[config.mk]
export PLATFORM = sky130hd
export DESIGN_NAME = axi_reg_bank
export DESIGN_NICKNAME = d
export VERILOG_FILES = /design/src/rtl/axi_reg_pkg.sv /design/src/rtl/axi_reg_decode.sv /design/src/rtl/axi_reg_bank.sv
export SDC_FILE = /design/constraint.sdc
export NUM_CORES = 1
export LEC_CHECK = 0
export ABC_AREA = 0
export CORE_ASPECT_RATIO = 1.4
export CORE_MARGIN = 2
export CORE_UTILIZATION = 56
export CTS_CLUSTER_DIAMETER = 60
export DETAILED_ROUTE_END_ITERATION = 16
export HOLD_SLACK_MARGIN = 0.03
export PLACE_DENSITY_LB_ADDON = 0.2
export SYNTH_ARGS = -nofsm -noshare
export SYNTH_HDL_FRONTEND = slang
export SYNTH_SLANG_ARGS = --single-unit
[constraint.sdc]
create_clock -name clk -period 4.65 [get_ports clk]
set_input_delay 1.1625 -clock clk [delete_from_list [all_inputs] [get_ports clk]]
set_output_delay 1.1625 -clock clk [all_outputs]
set_load 0.01 [all_outputs]
[src/rtl/axi_reg_pkg.sv]
// Shared AXI response/burst encodings and FSM state types for the register bank.
package axi_reg_pkg;
  localparam logic [1:0] RESP_OKAY   = 2'b00;
  localparam logic [1:0] RESP_SLVERR = 2'b10;
  localparam logic [1:0] BURST_FIXED = 2'b00;
  localparam logic [1:0] BURST_INCR  = 2'b01;

  typedef enum logic [1:0] {W_IDLE, W_DATA, W_RESP} w_state_t;
  typedef enum logic {R_IDLE, R_DATA} r_state_t;
endpackage

[src/rtl/axi_reg_decode.sv]
// Per-beat word-index decode: RW register, checksum slot, or error.
module axi_reg_decode
  import axi_reg_pkg::*;
#(
  parameter int unsigned IDX_WIDTH = 32,
  parameter int unsigned DEPTH     = 8
) (
  input  logic [IDX_WIDTH-1:0] index,
  input  logic [1:0]           burst,
  output logic                 is_reg,
  output logic                 is_csum,
  output logic                 err
);
  localparam logic [IDX_WIDTH-1:0] CSUM_IDX = IDX_WIDTH'(DEPTH);

  logic burst_ok;

  assign burst_ok = (burst == BURST_FIXED) || (burst == BURST_INCR);
  assign is_reg   = burst_ok && (index < CSUM_IDX);
  assign is_csum  = burst_ok && (index == CSUM_IDX);
  assign err      = !(is_reg || is_csum);
endmodule

[src/rtl/axi_reg_bank.sv]
// Parametrised AXI4 slave register bank with FIXED/INCR bursts, checksum word
// at index DEPTH and a flat register image for fabric logic.
module axi_reg_bank
  import axi_reg_pkg::*;
#(
  parameter int unsigned     DATA_WIDTH  = 32,
  parameter int unsigned     ADDR_WIDTH  = 32,
  parameter int unsigned     ID_WIDTH    = 4,
  parameter int unsigned     DEPTH       = 8,
  parameter logic [DATA_WIDTH-1:0] RESET_VALUE = '0
) (
  input  logic                        clk,
  input  logic                        areset,
  input  logic [ID_WIDTH-1:0]         awid,
  input  logic [ADDR_WIDTH-1:0]       awaddr,
  input  logic [7:0]                  awlen,
  input  logic [1:0]                  awburst,
  input  logic                        awvalid,
  output logic                        awready,
  input  logic [DATA_WIDTH-1:0]       wdata,
  input  logic [DATA_WIDTH/8-1:0]     wstrb,
  input  logic                        wlast,
  input  logic                        wvalid,
  output logic                        wready,
  output logic [ID_WIDTH-1:0]         bid,
  output logic [1:0]                  bresp,
  output logic                        bvalid,
  input  logic                        bready,
  input  logic [ID_WIDTH-1:0]         arid,
  input  logic [ADDR_WIDTH-1:0]       araddr,
  input  logic [7:0]                  arlen,
  input  logic [1:0]                  arburst,
  input  logic                        arvalid,
  output logic                        arready,
  output logic [ID_WIDTH-1:0]         rid,
  output logic [DATA_WIDTH-1:0]       rdata,
  output logic [1:0]                  rresp,
  output logic                        rlast,
  output logic                        rvalid,
  input  logic                        rready,
  output logic [DEPTH*DATA_WIDTH-1:0] regs_o
);
  localparam int unsigned NB    = DATA_WIDTH / 8;
  localparam int unsigned SHIFT = $clog2(NB);
  localparam int unsigned RIW   = (DEPTH > 1) ? $clog2(DEPTH) : 1;

  logic [DATA_WIDTH-1:0] regs [DEPTH];
  logic [DATA_WIDTH-1:0] csum;

  always_comb begin
    csum   = '0;
    regs_o = '0;
    for (int unsigned k = 0; k < DEPTH; k++) begin
      csum = csum ^ regs[k];
      regs_o[k*DATA_WIDTH +: DATA_WIDTH] = regs[k];
    end
  end

  // ---------------- write path ----------------
  w_state_t              w_state, w_next;
  logic [ID_WIDTH-1:0]   w_id;
  logic [ADDR_WIDTH-1:0] w_idx;
  logic [7:0]            w_len, w_cnt;
  logic [1:0]            w_burst;
  logic                  w_err, w_is_reg, w_is_csum, w_dec_err, w_final, w_beat;

  axi_reg_decode #(.IDX_WIDTH(ADDR_WIDTH), .DEPTH(DEPTH)) u_wdec (
    .index(w_idx), .burst(w_burst),
    .is_reg(w_is_reg), .is_csum(w_is_csum), .err(w_dec_err)
  );

  assign w_final = (w_cnt == w_len);
  assign w_beat  = (w_state == W_DATA) && wvalid;

  always_ff @(posedge clk or negedge areset) begin
    if (!areset) w_state <= W_IDLE;
    else         w_state <= w_next;
  end

  always_comb begin
    w_next = w_state;
    case (w_state)
      W_IDLE: if (awvalid)           w_next = W_DATA;
      W_DATA: if (wvalid && w_final) w_next = W_RESP;
      W_RESP: if (bready)            w_next = W_IDLE;
      default:                       w_next = W_IDLE;
    endcase
  end

  always_comb begin
    awready = (w_state == W_IDLE);
    wready  = (w_state == W_DATA);
    bvalid  = (w_state == W_RESP);
    bid     = w_id;
    bresp   = ((w_state == W_RESP) && w_err) ? RESP_SLVERR : RESP_OKAY;
  end

  always_ff @(posedge clk or negedge areset) begin
    if (!areset) begin
      w_id    <= '0;
      w_idx   <= '0;
      w_len   <= '0;
      w_cnt   <= '0;
      w_burst <= '0;
      w_err   <= 1'b0;
    end else if ((w_state == W_IDLE) && awvalid) begin
      w_id    <= awid;
      w_idx   <= awaddr >> SHIFT;
      w_len   <= awlen;
      w_cnt   <= '0;
      w_burst <= awburst;
      w_err   <= 1'b0;
    end else if (w_beat) begin
      // Checksum slot is read-only; wlast only flags, it never ends the burst.
      w_err <= w_err | w_dec_err | w_is_csum | (wlast != w_final);
      w_cnt <= w_cnt + 8'd1;
      if (w_burst == BURST_INCR) w_idx <= w_idx + ADDR_WIDTH'(1);
    end
  end

  always_ff @(posedge clk or negedge areset) begin
    if (!areset) begin
      for (int unsigned k = 0; k < DEPTH; k++) regs[k] <= RESET_VALUE;
    end else if (w_beat && w_is_reg) begin
      for (int unsigned b = 0; b < NB; b++)
        if (wstrb[b]) regs[w_idx[RIW-1:0]][b*8 +: 8] <= wdata[b*8 +: 8];
    end
  end

  // ---------------- read path ----------------
  r_state_t              r_state, r_next;
  logic [ADDR_WIDTH-1:0] r_idx, ld_idx;
  logic [7:0]            r_len, r_cnt, ld_len, ld_cnt;
  logic [1:0]            r_burst, ld_burst;
  logic                  r_is_reg, r_is_csum, r_dec_err, ld_en;
  logic [DATA_WIDTH-1:0] ld_data;

  // One mux feeds both beat 0 (from AR) and follow-on beats (from latched state).
  always_comb begin
    if (r_state == R_IDLE) begin
      ld_idx   = araddr >> SHIFT;
      ld_burst = arburst;
      ld_len   = arlen;
      ld_cnt   = '0;
    end else begin
      ld_idx   = (r_burst == BURST_INCR) ? r_idx + ADDR_WIDTH'(1) : r_idx;
      ld_burst = r_burst;
      ld_len   = r_len;
      ld_cnt   = r_cnt + 8'd1;
    end
  end

  axi_reg_decode #(.IDX_WIDTH(ADDR_WIDTH), .DEPTH(DEPTH)) u_rdec (
    .index(ld_idx), .burst(ld_burst),
    .is_reg(r_is_reg), .is_csum(r_is_csum), .err(r_dec_err)
  );

  always_comb begin
    ld_data = '0;
    if (r_is_reg)       ld_data = regs[ld_idx[RIW-1:0]];
    else if (r_is_csum) ld_data = csum;
  end

  assign ld_en = ((r_state == R_IDLE) && arvalid) ||
                 ((r_state == R_DATA) && rready && !rlast);

  always_ff @(posedge clk or negedge areset) begin
    if (!areset) r_state <= R_IDLE;
    else         r_state <= r_next;
  end

  always_comb begin
    r_next = r_state;
    case (r_state)
      R_IDLE: if (arvalid)         r_next = R_DATA;
      R_DATA: if (rready && rlast) r_next = R_IDLE;
      default:                     r_next = R_IDLE;
    endcase
  end

  always_comb begin
    arready = (r_state == R_IDLE);
    rvalid  = (r_state == R_DATA);
  end

  always_ff @(posedge clk or negedge areset) begin
    if (!areset) begin
      rid     <= '0;
      r_idx   <= '0;
      r_len   <= '0;
      r_cnt   <= '0;
      r_burst <= '0;
      rdata   <= '0;
      rresp   <= RESP_OKAY;
      rlast   <= 1'b0;
    end else if (ld_en) begin
      if (r_state == R_IDLE) rid <= arid;
      r_idx   <= ld_idx;
      r_len   <= ld_len;
      r_cnt   <= ld_cnt;
      r_burst <= ld_burst;
      rdata   <= ld_data;
      rresp   <= r_dec_err ? RESP_SLVERR : RESP_OKAY;
      rlast   <= (ld_cnt == ld_len);
    end else if ((r_state == R_DATA) && rready && rlast) begin
      rlast <= 1'b0;
    end
  end
endmodule

==> impl_metrics.env <==
export IMPL_status="finished, final reports clean"
export IMPL_setup_viol=0
export IMPL_cts_hold_buffers_added=0
export IMPL_synth_seq_area_share_pct=46.5
export IMPL_htreeDepth=2
export IMPL_dp_hpwl_mm=47.7
export IMPL_grtUsageMet2_pct=58.3
export IMPL_die_y_um=237
export IMPL_slew_violations=0
export IMPL_synth_distinct_cells=61
export IMPL_design_core_area_um2=38300
export IMPL_busiest_layer="met2"
export IMPL_cts_setup_buffers=0
export IMPL_netlist_instances=2090
export IMPL_synthDominantCellAreaShare_pct=46.5
export IMPL_synth_area_leaders="dfrtp_1 46%, mux2_2 14%, xnor2_1 9.8%, nand2_1 7.7%, xor2_1 2.7%"
export IMPL_vias=18170
export IMPL_cp_start_kind="flip-flop"
export IMPL_hold_path_class="flip-flop to flip-flop"
export IMPL_ys_flop_type="dfrtp_1"
export IMPL_cts_sinks=402
export IMPL_synth_top_cell_by_area="dfrtp_1"
export IMPL_syn_cell_area_um2=21600
export IMPL_vdd_drop_max_mv=0.364
export IMPL_clk_pin_slew_ps=60
export IMPL_cp_max_fo=17
export IMPL_clk_latency_ps=550
export IMPL_initial_core_util_pct=56.5
export IMPL_synthArstFlopShare_pct=100
export IMPL_avgSynthCellArea_um2=10.4
export IMPL_antenna_found_initial=0
export IMPL_cts_tree="yes"
export IMPL_rows=85
export IMPL_cts_max_path_buffers=3
export IMPL_syn2layout_area_growth_pct=29.0
export IMPL_num_nets_final=2638
export IMPL_use_met1_pct=39.4
export IMPL_die_w_um=170
export IMPL_port_buffers=435
export IMPL_grt_util_all_layers_pct=34.0
export IMPL_maxClockFrequency_ghz=0.278
export IMPL_wl_per_cell_um=23.0
export IMPL_drc=0
export IMPL_p_per_area_nw_per_um2=402
export IMPL_cp_arrival_ps=4040
export IMPL_first_pass_iters=8
export IMPL_whs_ps=481
export IMPL_timing_slew_headroom_pct=43.5
export IMPL_cts_buffers_inserted=40
export IMPL_rsz0062_at_grt="false"
export IMPL_worst_pin_slew_ps=848
export IMPL_drive_above_1_share_pct=16.1
export IMPL_crit_type="flip-flop to flip-flop"
export IMPL_fin_crit_sh_pct=77.5
export IMPL_grt_overflow=0
export IMPL_viasPerCell=6.05
export IMPL_hold_violations=0
export IMPL_cts_root_buf="clkbuf_16"
export IMPL_drtAntennaViolNets=0
export IMPL_ys_warn_count=0
export IMPL_fin_crit_ps=3600
export IMPL_wirelength_mm=69.1
export IMPL_synth_edf_count=0
export IMPL_power_leakage_nw=11.8
export IMPL_crit_required_ps=5090
export IMPL_dieArea_um2=40300
export IMPL_end_kind="flip-flop"
export IMPL_first_global_vias=18291
export IMPL_ys_ff_latch=402
export IMPL_ioPinCount=442
export IMPL_grtUsageMet3_pct=7.97
export IMPL_gp_congestion=0.971
export IMPL_grt_pass1_wl_mm=105
export IMPL_drtIter0Drc=1507
export IMPL_cts_resized=0
export IMPL_tns_ps=0
export IMPL_grt_max_degree=94
export IMPL_finClkSkew_ps=13.4
export IMPL_max_cap_violations=0
-- final cells by class --
class / instances / area [um2]
Antenna cell: 1 / 2.50
Tap cell: 478 / 598
Timing Repair Buffer: 466 / 4700
Inverter: 9 / 33.8
Clock buffer: 62 / 1200
Clock inverter: 7 / 85.1
Fill cell: 2751 / 10400
Sequential cell: 402 / 10100
Multi-Input combinational cell: 1578 / 11200
-- logic make-up after synthesis --
logic type,after synthesis,share of synthesized area [%]
compound gates,272,8.89
buf+inv,111,2.19
simple gates,687,14.1
other cells,1,0.0173
fa+ha+maj,5,0.289
flops,402,46.5
xor+xnor,308,12.5
mux,304,15.6
-- layout by cell type, fill, tap and decap left out, types with 21 or more instances in the layout --
master,netlist,layout
nand2_1,446,446
clkdlybuf4s50_1,0,434
dfrtp_1,402,401
mux2_2,260,260
xnor2_1,241,241
xor2_1,67,67
nand3_1,65,65
o21ai_0,60,60
nor2_1,46,44
mux2i_1,44,44
clkbuf_16,0,41
a31oi_1,40,40
a32oi_1,33,33
a21oi_1,34,33
a32o_1,32,32
o21ai_2,31,31
nor3_1,23,23
nand4_1,22,22
buf_4,3,22
nor4_1,21,21
-- flip-flops by register name, indices dropped and copies added (netlist names), named ones only --
signal   count
regs_o     256
r_idx       32
rdata       32
w_idx       32
r_cnt        8
r_len        8
w_cnt        8
w_len        8
bid          4
rid          4
w_burst      2
w_state      2
r_burst      1
rlast        1
rresp        1
rvalid       1
w_err        1
-- synthesized netlist by cell type (4+ instances only) --
master    instances
o22ai_1          15
a21oi_1          34
or3_1             4
a32oi_1          33
nor2_1           46
o21ai_0          60
nor2b_1           5
xnor2_1         241
a32o_1           32
nor4_1           21
nand2_1         446
o21ai_2          31
and3_1           20
buf_2             6
nor3b_1           4
ha_1              5
mux2i_1          44
buf_1             5
inv_1             7
nor3_1           23
buf_6             5
mux2_2          260
nand3_1          65
a22o_1            4
xor2_1           67
clkbuf_1         83
a31oi_1          40
dfrtp_1         402
and2_1            6
and4_1            4
nand4_1          22
-- path summary, 6_finish.rpt --
kind | from | to | slack [ps] | cells after the start
max reg2reg | r_idx[4]$_DFFE_PN0P_ | rresp[1]$_DFFE_PN0P_ | 1050 | 9
min reg2reg | rdata[3]$_DFFE_PN0P_ | rdata[3]$_DFFE_PN0P_ | 480 | 2
min | rdata[3]$_DFFE_PN0P_ | rdata[3]$_DFFE_PN0P_ | 480 | 2
max | r_idx[4]$_DFFE_PN0P_ | rresp[1]$_DFFE_PN0P_ | 1050 | 9
min in group asynchronous | areset | r_idx[16]$_DFFE_PN0P_ | 640 | 1
max in group asynchronous | areset | rdata[24]$_DFFE_PN0P_ | 3110 | 2
-- power breakdown --
| group | switching [W] | total [W] | internal (W) |
|---|---|---|---|
| Combinational | 0.00220 | 0.00362 | 0.00142 |
| Sequential | 0.000483 | 0.00436 | 0.00388 |
| Clock | 0.00135 | 0.00324 | 0.00189 |
-- worst max-delay path, cell delays in order (launching register included) --
cell and delay [ps]:
dfrtp_1 510, nand4_2 200, or4_4 690, nor4_1 490
xnor2_1 190, a31oi_1 130, nor4_1 560, nand4_4 150
buf_4 320, o22a_2 250
-- per-stage QoR --
stage	power [W]	cell area [um2]	std cells	setup slack, ps	util [%]
2_1_floorplan	0.00664	21600	2091	1680	-
3_3_place_gp	0.00785	26600	2933	768	69.5
3_5_place_dp	0.00795	26600	2933	767	69.5
4_1_cts	0.0112	27900	3002	1080	72.9
5_1_grt	0.0117	27900	3002	879	72.9
6_report	0.0112	27900	3003	1050	72.9
-- per-layer routing --
metal | routed length (um) | share of wire (%) | vias up
met5 | 0 | 0 | -
met4 | 4130 | 6.0 | 0
met3 | 5510 | 8.0 | 227
met2 | 34400 | 50 | 791
met1 | 25000 | 36 | 9000
li1 | - | - | 8152
(Power assumes the default switching activity.)
==> edit, RTL diff (same flow settings) <==
`ID_WIDTH`: 4 -> 6.
--- a/src/rtl/axi_reg_bank.sv
+++ b/src/rtl/axi_reg_bank.sv
@@ -5,7 +5,7 @@
 #(
   parameter int unsigned     DATA_WIDTH  = 32,
   parameter int unsigned     ADDR_WIDTH  = 32,
-  parameter int unsigned     ID_WIDTH    = 4,
+  parameter int unsigned     ID_WIDTH    = 6,
   parameter int unsigned     DEPTH       = 8,
   parameter logic [DATA_WIDTH-1:0] RESET_VALUE = '0
 ) (
Interface: changed (resized arid, awid, bid and rid); port bits go from 442 to 450. No check against the original RTL was run, so the function may have changed too.
==> edit against the unedited design <==
Worst setup slack lost 0.097 ns; sequential power shrank 2%; cell count grew 3.3%; area after synthesis grew 1.2%; critical path depth grew 1; via count grew 0.46%; sequential cell count grew 4; total power shrank 0.91%; wire length shrank 1.6%; cell area grew 1.4%; critical path type unchanged; highest routed layer is now met5.
==> edit: results (changes against the unedited design) <==
<table>
<tr><th>Metric</th><th>Value</th></tr>
<tr><th colspan="2">Run status</th></tr>
<tr><td>Result of the run</td><td>finished, final reports clean</td></tr>
<tr><th colspan="2">Final layout</th></tr>
<tr><td>Most common library cell in the layout ignoring fill and taps</td><td>clkdlybuf4s50_1</td></tr>
<tr><td>Number of nets in the layout</td><td>2690 (+2.0%)</td></tr>
<tr><td>Number of fill cells in the layout</td><td>2821 (+2.5%)</td></tr>
<tr><th colspan="2">Worst setup path</th></tr>
<tr><td>Reg-to-reg startpoint</td><td>r_idx[1]</td></tr>
<tr><td>Maximum fanout encountered on the critical timing path</td><td>33 (+16)</td></tr>
<tr><td>Length in cells of the worst reg-to-reg path</td><td>10 (+1)</td></tr>
<tr><td>Critical path arrival</td><td>4.10 ns (+0.06 ns)</td></tr>
<tr><td>Reg-to-reg endpoint</td><td>rdata[25]</td></tr>
<tr><th colspan="2">Global routing</th></tr>
<tr><td>Global-route wire length before repair</td><td>103.9 mm (-0.99%)</td></tr>
<tr><td>Maximum number of pins on one net before global-route repair</td><td>110 (+17%)</td></tr>
<tr><td>Vias in the first global route</td><td>18630 (+1.8%)</td></tr>
<tr><td>Antenna violations before repair</td><td>3 (+3)</td></tr>
<tr><td>Overall fraction of global-route tracks in use</td><td>0.3293 (-0.01095)</td></tr>
<tr><th colspan="2">Clocking</th></tr>
<tr><td>Number of buffers added by the clock tree synthesis step</td><td>42 (+5.0%)</td></tr>
<tr><th colspan="2">Synthesis</th></tr>
<tr><td>Proportion of synthesized chip area in sequential cells</td><td>0.4639 (-0.001007)</td></tr>
<tr><td>Most numerous cell types in the synthesized netlist</td><td>dfrtp_1 (406), nand2_1 (369), mux2_2 (325), xnor2_1 (257), nor2_1 (150)</td></tr>
<tr><td>Number of library cell types mapped by synthesis</td><td>64 (+4.9%)</td></tr>
<tr><td>Largest cells by area after synthesis</td><td>dfrtp_1 (46%), mux2_2 (17%), xnor2_1 (10%)</td></tr>
<tr><th colspan="2">Hold path</th></tr>
<tr><td>Worst hold path endpoint</td><td>rid[2]</td></tr>
<tr><th colspan="2">Drt</th></tr>
<tr><td>Pre-antenna DRT Iters</td><td>6 (-2)</td></tr>
<tr><td>Vias after detailed routing</td><td>18250 (+0.46%)</td></tr>
<tr><td>Routed wirelength normalized by instance count</td><td>21.91 um (-4.7%)</td></tr>
<tr><th colspan="2">Place</th></tr>
<tr><td>Number of input and output port buffers inserted</td><td>443 (+1.8%)</td></tr>
<tr><td>Final GP Congestion</td><td>0.9137 (-5.9%)</td></tr>
<tr><td>HPWL after detailed placement</td><td>47.12 mm (-1.2%)</td></tr>
<tr><th colspan="2">Pwr</th></tr>
<tr><td>Internal power contribution</td><td>7.108 mW (-1.1%)</td></tr>
<tr><td>Worst IR Drop VDD</td><td>451.5 uV (+24%)</td></tr>
<tr><th colspan="2">STA</th></tr>
<tr><td>Clock Skew</td><td>0.01016 ns (-0.003199 ns)</td></tr>
</table>
edit: cell types whose count changed after synthesis, moves of 34 or more:
cell      before  now
nor2_1        46  150
nand2_1      446  369
a311oi_1       0   68
mux2_2       260  325
mux2i_1       44    9
xor2_1        67   33
edit: metal layers:
layer	vias up	global-route usage	share of wire
li1	8262	-	-
met1	9022	0.3791	0.36
met2	730	0.5656	0.50
met3	238	0.06485	0.070
met4	2	0.1944	0.067
met5	-	0	0.00019
edit: metrics by stage:
stage | instances | cell area, um^2
floorplan | 2133 | 21910
global placement | 3023 | 26940
detailed placement | 3023 | 26940
CTS | 3099 | 28310
global route | 3101 | 28320
finish | 3101 | 28320
edit: worst max-delay path, stage by stage, from the launching register on:
cell,delay (ns)
dfrtp_1,0.42
ha_1,0.19
nand4b_1,0.31
or4_1,0.76
or4_1,0.56
a31o_1,0.26
o221ai_1,0.13
nor4_1,0.08
nand4_1,0.11
buf_4,0.56
o21ai_1,0.17
edit: layout make-up:
cell class,instances,area share
timing repair buffer,476,0.1682
inverter,15,0.001988
clock buffer,60,0.04458
antenna,2,0.0001767
tap,522,0.02306
clock inverter,16,0.003800
multi-input combinational,1604,0.3994
sequential,406,0.3588
edit: logic make-up (layout without fill, tap and decap cells):
family | count (synthesis) | after routing | synth area share
AND/OR/NAND/NOR | 715 | 715 | 0.1441
flip-flops | 406 | 406 | 0.4639
multiplexers | 335 | 335 | 0.1717
XOR/XNOR | 290 | 290 | 0.1160
AO/OA/AOI/OAI | 257 | 257 | 0.07935
buffers and inverters | 123 | 567 | 0.02194
adder cells (fa/ha/maj) | 5 | 5 | 0.002856
other | 1 | 4 | 0.0001712
edit: how the worst max path moves through the flow:
stage / end / slack, ns / depth (start not counted)
2_1_floorplan: w_idx[25] / 1.71 / 9
3_3_place_gp: rresp[1] / 0.91 / 8
3_5_place_dp: rresp[1] / 0.89 / 8
4_1_cts: rdata[25] / 1.0 / 10
5_1_grt: rdata[8] / 0.84 / 10
6_report: rdata[25] / 0.95 / 10
edit: power by group through the flow:
| stage | Combinational, mW | Sequential [mW] | Clock, mW |
|---|---|---|---|
| 4_1_cts | 3.43 | 4.28 | 3.40 |
| 3_5_place_dp | 3.40 | 4.34 | 0 |
| 3_3_place_gp | 3.30 | 4.32 | 0 |
| 5_1_grt | 3.75 | 4.34 | 3.54 |
| 2_1_floorplan | 2.23 | 4.25 | 0 |
| 6_report | 3.47 | 4.29 | 3.36 |
